File: src/rtl/switch_debounce.sv
// Debounces a raw mechanical switch: synchronizer chain, then a 4-state qualification FSM.
// Optional macro SWITCH_DEBOUNCE_TOGGLE_EN turns light into a per-press toggle (else light = level).
module switch_debounce #(
  parameter int DEBOUNCE_CYCLES = 1000000,
  parameter int SYNC_STAGES     = 2
) (
  input  logic clk,
  input  logic rst_n,
  input  logic switch,
  output logic level,
  output logic rise,
  output logic fall,
  output logic light
);

  localparam int CW = (DEBOUNCE_CYCLES > 1) ? $clog2(DEBOUNCE_CYCLES) : 1;
  localparam logic [CW-1:0] CNT_MAX = CW'(DEBOUNCE_CYCLES - 1);

  typedef enum logic [1:0] {
    STABLE_LOW  = 2'd0,
    WAIT_HIGH   = 2'd1,
    STABLE_HIGH = 2'd2,
    WAIT_LOW    = 2'd3
  } state_t;

  logic [SYNC_STAGES-1:0] sync_q;
  logic                   s;
  state_t                 state_q, state_d;
  logic [CW-1:0]          cnt_q, cnt_d;
  logic                   level_q, level_d;
  logic                   rise_q, rise_d;
  logic                   fall_q, fall_d;

  assign s = sync_q[SYNC_STAGES-1];

  // State register, synchronizer and registered outputs
  always_ff @(posedge clk or negedge rst_n) begin
    if (!rst_n) begin
      sync_q  <= '0;
      state_q <= STABLE_LOW;
      cnt_q   <= '0;
      level_q <= 1'b0;
      rise_q  <= 1'b0;
      fall_q  <= 1'b0;
    end else begin
      sync_q  <= {sync_q[SYNC_STAGES-2:0], switch};
      state_q <= state_d;
      cnt_q   <= cnt_d;
      level_q <= level_d;
      rise_q  <= rise_d;
      fall_q  <= fall_d;
    end
  end

  // Next state: the counter only runs in WAIT states and is zero otherwise
  always_comb begin
    state_d = state_q;
    cnt_d   = '0;
    case (state_q)
      STABLE_LOW: begin
        if (s) state_d = WAIT_HIGH;
      end
      WAIT_HIGH: begin
        if (!s)                  state_d = STABLE_LOW;
        else if (cnt_q == CNT_MAX) state_d = STABLE_HIGH;
        else                     cnt_d   = cnt_q + CW'(1);
      end
      STABLE_HIGH: begin
        if (!s) state_d = WAIT_LOW;
      end
      WAIT_LOW: begin
        if (s)                   state_d = STABLE_HIGH;
        else if (cnt_q == CNT_MAX) state_d = STABLE_LOW;
        else                     cnt_d   = cnt_q + CW'(1);
      end
      default: state_d = STABLE_LOW;
    endcase
  end

  // Outputs are computed from the upcoming state so they change on the qualifying edge
  always_comb begin
    level_d = (state_d == STABLE_HIGH) || (state_d == WAIT_LOW);
    rise_d  = (state_q == WAIT_HIGH) && (state_d == STABLE_HIGH);
    fall_d  = (state_q == WAIT_LOW)  && (state_d == STABLE_LOW);
  end

  assign level = level_q;
  assign rise  = rise_q;
  assign fall  = fall_q;

`ifdef SWITCH_DEBOUNCE_TOGGLE_EN
  logic light_q;

  always_ff @(posedge clk or negedge rst_n) begin
    if (!rst_n) light_q <= 1'b0;
    else        light_q <= light_q ^ rise_q;
  end

  assign light = light_q;
`else
  assign light = level_q;
`endif

endmodule

File: config.mk
export PLATFORM = sky130hd
export DESIGN_NAME = switch_debounce
export DESIGN_NICKNAME = d
export VERILOG_FILES = /design/src/rtl/switch_debounce.sv
export SDC_FILE = /design/constraint.sdc
export NUM_CORES = 1
export LEC_CHECK = 0
export ABC_AREA = 1
export BUFFER_PORTS_ARGS = -buffer_cell sky130_fd_sc_hd__buf_2
export CAP_MARGIN = 5
export CORE_MARGIN = 4
export CORE_UTILIZATION = 50
export CTS_CLUSTER_DIAMETER = 100
export DETAILED_ROUTE_END_ITERATION = 12
export PLACE_DENSITY = 0.71
export SLEW_MARGIN = 15
export SYNTH_ARGS = -nofsm -noshare
export SYNTH_HDL_FRONTEND = slang
export SYNTH_SLANG_ARGS = --single-unit
File: constraint.sdc
create_clock -name clk -period 1.4 [get_ports clk]
set_clock_uncertainty 0.1 [all_clocks]
set_input_delay 0.28 -clock clk [delete_from_list [all_inputs] [get_ports clk]]
set_output_delay 0.28 -clock clk [all_outputs]
set_load 0.1 [all_outputs]
==> impl_results.md <==
- Antenna Cells: 0
- Clock Latency Late Sink: between 0.3 and 0.4 ns
- Period utilisation layout: 118%
- Synthesized area: 1500 um2
- Placed inst area: 1760 um2
- Post-Synth Simple-Gate Area: 39.6%
- Lkg Pwr: 0.862 nW
- Worst path arrival time: around 1.8 ns
- GRT Util Overall: about 18%
- Number of remaining DRC errors: 0
- Setup WS post-layout: -0.255 ns
- CORE AREA: ~2800 um2
- Final worst path period need: 1.65 ns
- Synth top area share: between 40% and 50%
- CTS root buf: clkbuf_4
- Clock Path Buffers: 2
- CTS tree: yes
- Startpoint Class: register
- Worst min path class: in2async
- Initial antenna violation count: 0
- Initial Util: 53.4%
- Switching power: between 300 and 400 uW
- Worst-path fanout max: 11
- Iteration-0 DRC Markers: 32
- Mean Syn Cell Area: between 7 and 8 um2
- Syn_nets: 200
- DP Worst Slack: -0.182 ns
- Gate Count Post-Synth: about 200
- Max Cap Viol: 0
- Synthesis Warnings: 0
- Finished Layout Cells: around 260
- Layout cells sized above 1: 29.5%
- Sequential area share after synthesis: 45.1%
- Register area: 677 um2
- Crit Path Class: reg2reg
- Final core utilization: ~68%
- Die Wd: between 60 and 70 um
- Row Count: 19
- Measured slew at the worst slew-check pin: ~0.32 ns
- Die H: 62.8 um
- Status: finished, violations left
- Area of the multi-input gates: 779 um2
- Post-Route WL: about 3300 um
- Pins Over Slew Limit: 0
- Sequential power share: 64.4%
- Post-synthesis mux area share: 0%
- Final Hold Fails: 0
- Ranking of synthesized cells by area: dfrtp_1 (45%), nand2_1 (12%), nor2_1 (11%), inv_1 (6.0%), nor2_2 (5.4%)
- CP bufs+invs: 1
- Post-DRT Antenna Nets: 0
- Post-synthesis xor/xnor area fraction: 5.26%
- Vias in the first global route: 1,392
- Pwr Density: about 640 nW/um2
- Endpoints failing setup: 25
- Final HPWL DP: 2440 um
- CTS Sinks: 27
- Pre-antenna DRT Iters: 4
- Total gr overflow: 0
- Max VDD drop: 470 uV
- Cell taking the most area after synthesis: dfrtp_1
- Compound-gate portion of the synthesized area: less than 1%
- Layout area overhead: 28.0%
- Worst path top cell family by delay: simple AND/OR/NAND/NOR gates
- TritonCTS Buffers: 3
- Vias: ~1,300
- Clk pin slew, worst setup/hold paths: 0.16 ns
- Internal power: 929 uW
- CP dominant cell by count: nand2_4
- Die area: 3940 um2
- Crit-path max cell delay: 0.44 ns
- Synth cell types: 21
- Routability cong.: 0.854
- Largest family of logic cells by synthesized area: simple AND/OR/NAND/NOR gates
- Worst path required time: 1.55 ns
- Final instance area: 1920 um2
- # port buffers: 6
- # IOs: 7
- Filler cells: 207
- RSZ-0062 raised after global routing: true
- Nets: 232
- WL/cell: 13.0 um
- Vias/cell: 5.05
- First-pass GRT wire length: 5780 um
- Slew headroom: 79.0%
- Largest net degree at the start of global routing: 17
- Htree depth: 1
- Violated checks: setup timing
- Yosys reg bits: 27
- Maximum clock frequency: between 600 and 700 MHz
- Cell Chain, Critical Path: ha_4 -> nand2_4 -> nor3_4 -> nand3_4 -> nand2_4 -> buf_12 -> nor3_1
- Switching part of the total: between 20% and 30%
- CP max-delay cell: dfrtp_1
- CP Capture Type: register
- Adder-cell share of the synthesized area: 0.835%
- Placed cell count: 248
- Comb power frac: 6.2%
- Clock power share: 29.4%
==> final cells by class <==
class	count	share of cell area, %
clock buffer	3	1.17
clock inverter	1	0.391
inverter	26	5.08
multi-input combinational	141	40.6
sequential	27	35.3
tap	31	2.02
timing repair buffer	29	15.4
==> metal layers <==
layer | share of wire [%] | vias up | global-route usage [%]
met4 | 3.8 | 0 | 11.8
met1 | 42 | 632 | 20.0
met5 | 0 | - | 0
li1 | - | 643 | -
met2 | 51 | 19 | 32.2
met3 | 2.4 | 10 | 3.24
==> worst register-to-register path: stages (launching register included) <==
cell,delay (ns)
dfrtp_1,0.44
ha_4,0.17
nand2_4,0.07
nor3_4,0.32
nand3_4,0.14
nand2_4,0.12
buf_12,0.14
nor3_1,0.06
==> flip-flops by register name, summed over array words and instances, names as in the netlist <==
register,flops
fall,1
level,1
rise,1
sync_q,2
cnt_q,20
state_q,2
==> through the flow <==
stage	hold WS [ns]	power (mW)	setup TNS (ns)
after detailed placement	0.0831	0.869	-3.24
after CTS	0.245	1.23	-4.12
after global routing	0.242	1.29	-7.51
after floorplan	-0.116	0.833	-1.35
final	0.235	1.23	-5.31
after global placement	0.0802	0.866	-1.76
==> worst paths after layout <==
| check | startpoint | endpoint | slack (ns) | cells after the start |
|---|---|---|---|---|
| max | cnt_q[1] | cnt_q[2] | -0.25 | 7 |
| min in group clk | sync_q[0] | sync_q[1] | 0.28 | 0 |
| min | rst_n | cnt_q[11] | 0.23 | 2 |
| max in group asynchronous | rst_n | cnt_q[9] | 0.58 | 3 |
| max reg2reg | cnt_q[1] | cnt_q[2] | -0.25 | 7 |
| min reg2reg | sync_q[0] | sync_q[1] | 0.28 | 0 |
==> placed cells by master, fill, tap and decap left out, drive strengths merged <==
cell         instances
inv                 26
o21bai               1
dlygate4sd3          2
ha                   1
xnor2                2
clkinvlp             1
nor3                 7
dfrtp               27
buf                 27
nand2               54
nor2                59
nand3                8
clkbuf               3
nand4                1
xor2                 7
a21oi                1
==> synthesized netlist by cell type <==
cell type / instances
nor3_1: 6
a21oi_1: 1
xnor2_1: 2
nand2_4: 1
nor3_4: 1
buf_12: 1
nor2_2: 13
nor2_1: 44
nand4_1: 1
nand3_4: 1
buf_4: 1
nand3_1: 7
nand2_1: 49
inv_1: 24
dfrtp_1: 27
nand2_2: 4
o21bai_1: 1
ha_1: 1
nor2_4: 2
xor2_1: 7
inv_2: 2
==> kinds of logic after synthesis <==
kind of cell	after synthesis
xor gates and xnor gates	9
adders and majority gates	1
buffers and inverters	28
DFF	27
AOI/OAI and AO/OA	2
and+or+nand+nor	129
==> power by group through the flow <==
stage	clock (mW)	sequential, mW	combinational [mW]
floorplan	0	0.806	0.0272
global placement	0	0.805	0.0607
detailed placement	0	0.806	0.0626
CTS	0.366	0.793	0.0721
global route	0.410	0.795	0.0829
finish	0.363	0.794	0.0758
==> repair_timing <==
item	in CTS	in global routing
gates resized for setup	7	9
buffers inserted	2	2
pin swaps	3	4
hold buffers	2	0
setup endpoints to repair	25	27
hold endpoints to repair	28	0
(Power assumes the default switching activity.)
